--- src/rtl/mem_stage_ctrl.sv ---
// mem_stage_ctrl
//
// Memory-access stage controller. It sits between the EX/MEM and MEM/WB pipeline registers
// and does four things:
//   - resolves branch/jump redirection,
//   - runs a req/ack transaction with a variable-latency data memory,
//   - stalls the front of the pipeline while a transaction is outstanding,
//   - holds the MEM/WB register that feeds write-back.
//
// Parameters:
//   MAX_WAIT          wait cycles allowed after the issue cycle before an abort (1..255)
//
// Optional feature (compile-time macro):
//   MEM_MISALIGN_TRAP_EN  when defined, a load/store whose address is not word aligned is
//                         not issued. It sets mem_err and retires as a bubble.
//
// Ports:
//   clk, rst_n                        clock, synchronous active-low reset
//   pc_plus_x_in .. reg_write_in      EX/MEM pipeline register contents
//   dmem_req/we/addr/wdata            request to data memory
//   dmem_ack/rdata                    completion and read data from data memory
//   stall                             freeze PC, IF/ID, ID/EX, EX/MEM
//   pc_src/pc_target                  redirect request (combinational)
//   wb_*                              MEM/WB pipeline register
//   mem_err                           sticky error (timeout or misalignment)

module mem_stage_ctrl #(
    parameter int unsigned MAX_WAIT = 15
) (
    input  logic        clk,
    input  logic        rst_n,
    input  logic [31:0] pc_plus_x_in,
    input  logic [31:0] alu_result_in,
    input  logic        zero_in,
    input  logic [31:0] read_data2_in,
    input  logic [4:0]  rd_in,
    input  logic        branch_in,
    input  logic        jump_in,
    input  logic        mem_read_in,
    input  logic        mem_write_in,
    input  logic        mem_to_reg_in,
    input  logic        reg_write_in,
    output logic        dmem_req,
    output logic        dmem_we,
    output logic [31:0] dmem_addr,
    output logic [31:0] dmem_wdata,
    input  logic        dmem_ack,
    input  logic [31:0] dmem_rdata,
    output logic        stall,
    output logic        pc_src,
    output logic [31:0] pc_target,
    output logic [31:0] wb_read_data,
    output logic [31:0] wb_alu_result,
    output logic [4:0]  wb_rd,
    output logic        wb_mem_to_reg,
    output logic        wb_reg_write,
    output logic        mem_err
);

    localparam logic [7:0] MaxWait = 8'(MAX_WAIT);

    typedef enum logic {ST_IDLE, ST_WAIT} state_t;

    state_t      r_state;
    logic [7:0]  r_cnt;
    logic [31:0] r_addr;
    logic [31:0] r_wdata;
    logic        r_we;
    logic [4:0]  r_rd;
    logic        r_mem_to_reg;
    logic        r_reg_write;

    logic w_idle;
    logic w_mem_op;
    logic w_misalign;
    logic w_issue;
    logic w_timeout;

    always_comb begin
        w_idle   = (r_state == ST_IDLE);
        w_mem_op = mem_read_in | mem_write_in;
`ifdef MEM_MISALIGN_TRAP_EN
        w_misalign = w_mem_op & (alu_result_in[1:0] != 2'b00);
`else
        w_misalign = 1'b0;
`endif
        w_issue   = w_mem_op & ~w_misalign;
        // An ack in the same cycle as the limit wins, so the abort needs !dmem_ack.
        w_timeout = ~w_idle & ~dmem_ack & (r_cnt == MaxWait);

        dmem_req   = w_idle ? w_issue       : ~w_timeout;
        dmem_we    = w_idle ? mem_write_in  : r_we;
        dmem_addr  = w_idle ? alu_result_in : r_addr;
        dmem_wdata = w_idle ? read_data2_in : r_wdata;

        stall = w_idle ? (w_issue & ~dmem_ack) : (~dmem_ack & ~w_timeout);

        pc_src    = ((branch_in & zero_in) | jump_in) & w_idle;
        pc_target = pc_plus_x_in;
    end

    always_ff @(posedge clk) begin
        if (!rst_n) begin
            r_state       <= ST_IDLE;
            r_cnt         <= 8'd0;
            r_addr        <= 32'd0;
            r_wdata       <= 32'd0;
            r_we          <= 1'b0;
            r_rd          <= 5'd0;
            r_mem_to_reg  <= 1'b0;
            r_reg_write   <= 1'b0;
            wb_read_data  <= 32'd0;
            wb_alu_result <= 32'd0;
            wb_rd         <= 5'd0;
            wb_mem_to_reg <= 1'b0;
            wb_reg_write  <= 1'b0;
            mem_err       <= 1'b0;
        end else begin
            // Default MEM/WB load is a bubble; retiring paths override it below.
            wb_read_data  <= 32'd0;
            wb_alu_result <= 32'd0;
            wb_rd         <= 5'd0;
            wb_mem_to_reg <= 1'b0;
            wb_reg_write  <= 1'b0;

            unique case (r_state)
                ST_IDLE: begin
                    if (w_issue && !dmem_ack) begin
                        r_addr       <= alu_result_in;
                        r_wdata      <= read_data2_in;
                        r_we         <= mem_write_in;
                        r_rd         <= rd_in;
                        r_mem_to_reg <= mem_to_reg_in;
                        r_reg_write  <= reg_write_in;
                        r_cnt        <= 8'd0;
                        r_state      <= ST_WAIT;
                    end else if (w_misalign) begin
                        mem_err <= 1'b1;
                    end else begin
                        // Zero-wait completion or non-memory instruction. A stray ack
                        // without a read in flight contributes no data.
                        wb_alu_result <= alu_result_in;
                        wb_rd         <= rd_in;
                        wb_mem_to_reg <= mem_to_reg_in;
                        wb_reg_write  <= reg_write_in;
                        if (mem_read_in && !mem_write_in && dmem_ack) begin
                            wb_read_data <= dmem_rdata;
                        end
                    end
                end
                ST_WAIT: begin
                    if (dmem_ack) begin
                        wb_alu_result <= r_addr;
                        wb_rd         <= r_rd;
                        wb_mem_to_reg <= r_mem_to_reg;
                        wb_reg_write  <= r_reg_write;
                        if (!r_we) begin
                            wb_read_data <= dmem_rdata;
                        end
                        r_state <= ST_IDLE;
                    end else if (w_timeout) begin
                        mem_err <= 1'b1;
                        r_state <= ST_IDLE;
                    end else begin
                        r_cnt <= r_cnt + 8'd1;
                    end
                end
                default: r_state <= ST_IDLE;
            endcase
        end
    end

endmodule

--- config.mk ---
export PLATFORM = sky130hd
export DESIGN_NAME = mem_stage_ctrl
export DESIGN_NICKNAME = d
export VERILOG_FILES = /design/src/rtl/mem_stage_ctrl.sv
export SDC_FILE = /design/constraint.sdc
export NUM_CORES = 1
export LEC_CHECK = 0
export BUFFER_PORTS_ARGS = -buffer_cell sky130_fd_sc_hd__buf_2
export CAP_MARGIN = 20
export CORE_AREA = 2 2 122 124
export DETAILED_ROUTE_END_ITERATION = 10
export DIE_AREA = 0 0 124 126
export GPL_TIMING_DRIVEN = 0
export HOLD_SLACK_MARGIN = 0.08
export PLACE_DENSITY = 0.86
export SLEW_MARGIN = 10
export SYNTH_ARGS = -nofsm -noshare
export SYNTH_HDL_FRONTEND = slang
export SYNTH_SLANG_ARGS = --single-unit
--- constraint.sdc ---
create_clock -name clk -period 3.65 [get_ports clk]
set_input_delay 0.365 -clock clk [delete_from_list [all_inputs] [get_ports clk]]
set_output_delay 0.365 -clock clk [all_outputs]
set_load 0.02 [all_outputs]
; Yosys cells after proc, flatten, opt, wreduce, memory -nomap -nowiden
; Index checks and enable logic that the tools add are counted.
[op_classes]
n_addsub = 1
n_mul = 0
div_mod_pow = 0
order_cmp = 0
n_eq_ne = 5
shift = 0
mux = 33
bitwise_logic = 11
reduce_logical = 8
[op_table]
columns = cell, count
row1 = 32-bit 2-to-1 mux, 8
row2 = 32-bit one-hot mux with 2 select lines, 2
row3 = 8-bit 2-to-1 mux, 3
row4 = 8-bit one-hot mux with 2 select lines, 1
row5 = 1-bit 2-to-1 mux, 13
row6 = 5-bit 2-to-1 mux, 2
row7 = 5-bit one-hot mux with 2 select lines, 1
row8 = 8-bit by 1-bit adder with 8-bit output (second input constant), 1
row9 = 8-bit by 4-bit equality test with 1-bit output (second input constant), 1
row10 = 1-bit AND, 6
row11 = 1-bit one-hot mux with 2 select lines, 3
row12 = 3-bit AND reduction, 2
row13 = 2-bit by 1-bit != test with 1-bit output (second input constant), 2
row14 = 2-bit != test (second input constant), 2
row15 = 1-bit logical AND, 3
row16 = 1-bit inverter, 3
row17 = 1-bit zero test, 2
row18 = 1-bit OR, 2
row19 = 2-bit AND reduction, 1
[word_totals]
reg_bits = 153
latch_bits = 0
mem_bits_rw = 0
rom_bits = 0
in_bits = 143
output_inout_bits = 172
elab_cells = 72
n_memories = 0

; Logic depth before layout (Yosys ltp)
; Gate-level depths: netlist of run 1.
[logic_depth]
word_depth = 6
ltp_mapped = 6
ltp_nobuf = 4

; Worst setup path after synthesis of run 1
; Ideal clock, no wire load.
[synth_timing]
path_kind = register to output
startpoint = register r_state
endpoint = output port dmem_addr[10]
t_arrival_ns = 1.347
required_time_ns = 3.285
slack_ns = 1.938
path_stages_with_launch = 5
n_path_buf = 3
path_cell_list = dfxtp_1 -> buf_4 -> buf_2 -> buf_2 -> mux2_2
[synth_via]
elab_chain_len = 1
[synth_rtl]
columns = item, line
row1 = from (decl), 64  ; state_t r_state;
row2 = from (signal assigned), 104  ; r_state <= ST_IDLE;
row3 = from (signal assigned), 136  ; r_state <= ST_WAIT;
row4 = from (signal assigned), 160  ; r_state <= ST_IDLE;
row5 = 32-bit 2-to-1 mux, 93  ; dmem_addr = w_idle ? alu_result_in : r_addr;
row6 = to (decl), 45  ; output logic [31:0] dmem_addr,
; Every way passes these cells.

; Worst setup path after layout of run 1
[layout_timing]
startpoint = register r_state
endpoint = output port dmem_wdata[7]
[layout_via]
elab_chain_len = 1
[layout_rtl]
columns = item, line
row1 = 32-bit 2-to-1 mux, 94  ; dmem_wdata = w_idle ? read_data2_in : r_wdata;
row2 = to (decl), 46  ; output logic [31:0] dmem_wdata,
; Every way passes these cells.

==> impl_results.md, run 1 <==
- Crit path cell chain: buf_4 > buf_2 > buf_2 > mux2_2 > buf_2
- Commonest non-fill, non-tap cell in the layout: buf_2
- Worst hold path class: primary input to flip-flop
- Peak VDD IR: just under 0.3 mV
- Critical Path Start Type: flip-flop
- Initial antenna violation count: 1
- Ys async rst share: 0
- Area Growth Syn to Fin: 34.2%
- Slowest-stage cell, CP: dfxtp_1
- Largest delay share family, worst path: buffers and inverters
- Power, Total: between 4 and 5 mW
- Vias in the first global route: between 6,000 and 7,000
- Die H: roughly 130 um
- Cell area after layout: around 9000 sq um
- Non-filler cells, final: about 1,200
- Psw: 1.12 mW
- Critical path's largest stage delay: just over 0.5 ns
- FF/Latch Area: 3060 sq um
- Vias per cell: between 5 and 6
- Ys flop type: dfxtp_1
- Actual slew at the worst max-slew pin: roughly 0.7 ns
- Final setup vio count: 0
- First-pass GRT wire length: ~30,000 um
- Max-slew headroom: 0.537
- Run status: finished, final reports clean
- EDFF count, synth: 0
- Int Power: around 3.1 mW
- Die X: approximately 120 um
- Synth Instances: roughly 740
- Max cap viols: 0
- Logic pwr share: 0.163
- Sequential share of the synthesized area: 0.466
- Inserted Clock Buffers: 17
- RSZ-0062 raised after global routing: false
- Clk_lat worst skew: approximately 0.42 ns
- IO Count: 315
- Worst-path clk slew: 0.06 ns
- Seq pwr share: 0.419
- Pre-antenna DRT Iters: 7
- Required time of the critical path: between 3 and 4 ns
- Syn Nets: roughly 880
- Average size of a mapped cell: approximately 8.9 sq um
- Root Buffer: clkbuf_16
- Area of the multi-input gates: between 2000 and 3000 sq um
- CTS sink cnt: ~150
- Hold_sp: dmem_rdata[6]
- Placed cell areas: between 8000 and 9000 sq um
- Clock Skew: 0.00722 ns
- Most frequent cells in the layout: buf_2, dfxtp_1, a21oi_1, nand3_1, o21ai_0
- Aggregate global-route resource usage: 0.247
- Buf/Inv on CP: 4
- Routed Antenna Nets: 0
- Crit-path max FO: 10
- Cell mode on critical path: buf_2
- Cell variety after synth: 39
- CP endpoint kind: output port
- DR WL/cell: between 15 and 20 um
- Nets: between 1,000 and 1,500
- Leakage: about 3.9 nW
- Flops & latches, synth: between 150 and 200
- DRT iter0 DRCs: approximately 530
- Achievable frequency: 361 MHz
- Final period utilization: 0.758
- Switching portion of total power: 0.264
- Hpwl dp: approximately 15,000 um
- Largest net degree at the start of global routing: 17
- Max Buffers Root-to-Sink: 2
- Post-Syn Area: approximately 6600 sq um
- Post-Route WL: between 15,000 and 20,000 um
- Die area: between 15,000 and 20,000 sq um
- Port Buffer Count: 281
- Critical path launch point: r_state$_SDFF_PN0_
- H-Tree Level Count: 4
- Power Density: between 400 and 500 nW/um^2
- Final TNS setup: 0 ns
- Via count: between 6,000 and 7,000
- Synthesis Warnings: 0
- Pre-CTS WS: around 1.3 ns
- Post-CTS Resized: 0
- Clock period minus worst slack: roughly 2.8 ns
- Hold slack: roughly 0.15 ns
- Critical path type: flip-flop to output port
- Final hold viol count: 0
- Placed cell count: about 1,200
- # hold bufs at CTS: 0
- Fillers: 1,274
- Slack of the critical path: around 0.88 ns
- Critical Path AT: between 2 and 2.5 ns
- Core ar.: roughly 14,000 sq um
- CTS tree: done
- Final Max Slew Viols: 0
- Drt drc: 0
- Initial Utilization: 0.459
- Clock power frac: 0.418
- Share of layout cells above drive strength 1: 0.453
- Total grt overflow: 0
- Placer Congestion: between 0.8 and 0.9
- Layout Utilization: 0.615
- Row cnt: 44
- R2r startpoint: r_state$_SDFF_PN0_
- Setup Buffers After CTS: 0
[cells in the mapped netlist, types with 4 or more instances]
cell type  number  area [sq um]
and2_2         28           210
o21ai_0        74           370
nand3_1       113           566
buf_4          33           248
a21oi_1       115           576
nand2_1        44           165
mux2_2         65           732
buf_2          29           145
clkbuf_2        4          20.0
clkbuf_1       31           116
dfxtp_1       153          3060
and2_1          6          37.5
[final cells by class]
cell class                      instances  area share
Inverter                                3     0.00128
Sequential cell                       153       0.348
Multi-Input combinational cell        482       0.335
Clock inverter                          6     0.00980
Buffer                                100      0.0614
Timing Repair Buffer                  281       0.160
Antenna cell                            2    0.000568
Clock buffer                           25      0.0585
Tap cell                              184      0.0261
[layer usage]
metal	up-vias	track usage	wire length (um)
met1	3106	0.309	8180
met4	0	0.101	489
li1	3167	-	-
met2	311	0.403	9530
met3	40	0.0620	1540
met5	-	0	0
[power groups by stage]
stage	clock [mW]	combinational [mW]	sequential (mW)
finish	1.78	0.693	1.78
global route	1.88	0.749	1.79
CTS	1.80	0.695	1.78
detailed placement	0	0.691	1.82
global placement	0	0.680	1.81
floorplan	0	0.399	1.85
[path summary, 6_finish.rpt]
path,cells after the start,slack [ns],endpoint
worst max-delay path,5,0.88,dmem_wdata[7]
worst max register to register,6,1.78,wb_alu_result[30]$_SDFF_PN0_
worst min-delay path,2,0.15,wb_read_data[6]$_SDFF_PN0_
worst min register to register,2,0.45,wb_rd[2]$_SDFF_PN0_
[cells by family (layout without fill, tap and decap cells)]
| kind of cell | Yosys count | after routing | share of synthesized area |
|---|---|---|---|
| flip-flops | 153 | 153 | 0.466 |
| AO/OA/AOI/OAI | 205 | 205 | 0.164 |
| other | 0 | 2 | 0 |
| buffers and inverters | 103 | 415 | 0.0840 |
| multiplexers | 68 | 68 | 0.116 |
| adder cells (fa/ha/maj) | 1 | 1 | 0.00191 |
| AND/OR/NAND/NOR | 208 | 208 | 0.167 |
Power figures use the tool's default switching activity.
==> run 2: changes to the inputs <==
ABC_AREA = 1   (was unset)
CORE_AREA = unset   (was 2 2 122 124)
CORE_ASPECT_RATIO = 1.75   (was unset)
CORE_UTILIZATION = 41   (was unset)
DIE_AREA = unset   (was 0 0 124 126)
PLACE_DENSITY = 0.82   (was 0.86)
clock period = 2.4 ns   (was 3.65 ns; I/O delays follow)
==> impl_results.md, run 2 <==
- Flops & latches, synth: 153
- Hpwl dp: 15,500 um
- Vias in the first global route: around 7,000
- Average size of a mapped cell: just under 8 sq um
- Cell mode on critical path: buf_2
- DR WL/cell: 16.0 um
- Clock period minus worst slack: between 2 and 2.5 ns
- Area Growth Syn to Fin: 45.9%
- Die area: approximately 16,000 sq um
- Critical path's largest stage delay: approximately 0.35 ns
- Port Buffer Count: 280
- DRT iter0 DRCs: ~350
- Run status: finished, final reports clean
- Most frequent cells in the layout: buf_2, dfxtp_1, nand2_1, nand3_1, o21ai_0
- Ys async rst share: 0
- Power Density: between 700 and 800 nW/um^2
- Aggregate global-route resource usage: 0.278
- H-Tree Level Count: 4
- Inserted Clock Buffers: 17
- Final period utilization: 0.935
- Critical Path Start Type: flip-flop
- Final Max Slew Viols: 0
- WP depth: 5
- Final hold viol count: 0
- Leakage: 4.34 nW
- Largest net degree at the start of global routing: 20
- Commonest non-fill, non-tap cell in the layout: buf_2
- Placer Congestion: roughly 0.86
- IO Count: about 320
- Required time of the critical path: 2.16 ns
- Critical Path AT: 2.01 ns
- Clk_lat worst skew: approximately 0.42 ns
- RSZ-0062 raised after global routing: false
- Final setup vio count: 0
- Vias per cell: around 5.3
- Core ar.: around 15,000 sq um
- Max-slew headroom: 0.597
- EDFF count, synth: 0
- Syn Nets: roughly 960
- Root Buffer: clkbuf_16
- Pre-antenna DRT Iters: 5
- Peak VDD IR: between 0.4 and 0.5 mV
- Commonest cells in the netlist: dfxtp_1, nand2_1, nand3_1, o21ai_0, inv_1
- Initial Utilization: 0.422
- Max cap viols: 0
- Worst-path clk slew: about 0.07 ns
- Drt drc: 0
- Die X: approximately 96 um
- Largest delay share family, worst path: buffers and inverters
- CTS sink cnt: between 150 and 200
- Share of the synthesized area in the top cell type: 0.484
- Fillers: 1,308
- Synthesis Warnings: 0
- Achievable frequency: between 400 and 500 MHz
- Post-Route WL: roughly 22,000 um
- Worst Hold Depth: 3
- Cell taking the most area after synthesis: dfxtp_1
- Synth Instances: a little over 800
- Actual slew at the worst max-slew pin: 0.605 ns
- Initial antenna violation count: 1
- Cell variety after synth: 31
- First-pass GRT wire length: 34,000 um
- Final TNS setup: 0 ns
- CP endpoint kind: output port
- Slowest-stage cell, CP: clkbuf_1
- Routed Antenna Nets: 0
- Clock Skew: approximately 0.011 ns
- Top-count cell post-synth: dfxtp_1
- Max Buffers Root-to-Sink: 2
- CTS tree: done
- Row cnt: approximately 60
- Setup Buffers After CTS: 0
- Critical path type: flip-flop to output port
- Worst hold path class: primary input to flip-flop
- Power, Total: 6.79 mW
- Die H: ~170 um
- Register-to-Register Path Depth: 7
- Ys flop type: dfxtp_1
- Crit-path max FO: 10
- Via count: between 7,000 and 8,000
- Share of layout cells above drive strength 1: 0.324
- Largest cells by area after synthesis: dfxtp_1, nand3_1, nand2_1
- Post-Syn Area: approximately 6300 sq um
- Crit path cell chain: inv_2 > buf_2 > clkbuf_1 > o21ai_0 > buf_2
- Total grt overflow: 0
- Sequential share of the synthesized area: 0.484
- Buf/Inv on CP: 4
- Nets: ~1,300
## run 2: cell count changes after synthesis, moves of 5 or more
cell and delta:
nand2_1 +95, and2_1 -6, o32ai_1 +32, o21ai_1 +5, and2_2 -28, a32oi_1 +5
mux2_2 -65, clkbuf_1 -10, a21oi_1 -69, nor2_1 +49, o21ai_0 +18, inv_1 +70
buf_1 +8
## run 2: worst reg2reg max path, stage by stage (launching register included)
cell and delay (ns):
dfxtp_1 0.38, ha_1 0.22, nand3_2 0.14, o21ai_4 0.27, nand2_4 0.08, buf_6 0.15
a21oi_1 0.12, nor2_1 0.06
## run 2: worst paths after layout
check	from	end	slack (ns)
max	r_state$_SDFF_PN0_	dmem_addr[25]	0.15
max reg2reg	r_cnt[0]$_SDFFE_PN0P_	r_cnt[7]$_SDFFE_PN0P_	0.89
min	read_data2_in[21]	r_wdata[21]$_SDFFE_PN0P_	0.09
min reg2reg	r_reg_write$_SDFFE_PN0P_	r_reg_write$_SDFFE_PN0P_	0.45
## run 2: cell families (layout without fill, tap and decap cells)
kind of cell	count (synthesis)	after routing	share of synthesized area
simple gates	309	309	0.212
fa+ha+maj	1	1	0.00198
other cells	0	1	0
buf+inv	172	548	0.130
compound gates	185	185	0.172
flops	153	153	0.484
## run 2: final cells by class
class                      instances  area [sq um]  area share
clock buffer                      18           439      0.0476
timing repair buffer             345          2050       0.222
antenna                            1          2.50    0.000271
multi-input combinational        495          2440       0.264
inverter                          76           285      0.0309
buffer                            95           536      0.0580
sequential                       153          3060       0.332
tap                              183           229      0.0248
clock inverter                    14           185      0.0201
## run 2: metal layers
metal | vias up | part of all wire | track usage
li1 | 3423 | - | -
met1 | 3360 | 0.35 | 0.277
met2 | 410 | 0.52 | 0.497
met3 | 95 | 0.068 | 0.0618
met4 | 0 | 0.061 | 0.182
met5 | - | 0 | 0
## run 2: timing repair
| action | in CTS | in global routing |
|---|---|---|
| endpoints found under the setup margin | 2 | 1 |
| hold buffers | 65 | 0 |
| pin swaps | 0 | 0 |
| hold endpoints to repair | 65 | 0 |
| gates resized for setup | 0 | 1 |
## run 2: power by group
| part | total [mW] | internal (mW) | switching [mW] |
|---|---|---|---|
| combinational | 1.23 | 0.452 | 0.782 |
| sequential | 2.72 | 2.67 | 0.0460 |
| clock | 2.84 | 1.69 | 1.15 |
| total | 6.79 | 4.81 | 1.98 |
## run 2: stage by stage
| step | hold WS [ns] | worst slack, ns | cells | instance area, sq um | utilization |
|---|---|---|---|---|---|
| floorplan | 0.359 | 0.907 | 820 | 6330 | - |
| global placement | 0.430 | 0.350 | 1283 | 7960 | 0.531 |
| detailed placement | 0.435 | 0.385 | 1283 | 7960 | 0.531 |
| CTS | 0.0823 | 0.117 | 1379 | 9230 | 0.616 |
| global route | 0.0841 | 0.0478 | 1380 | 9230 | 0.616 |
| finish | 0.0852 | 0.155 | 1380 | 9230 | 0.616 |
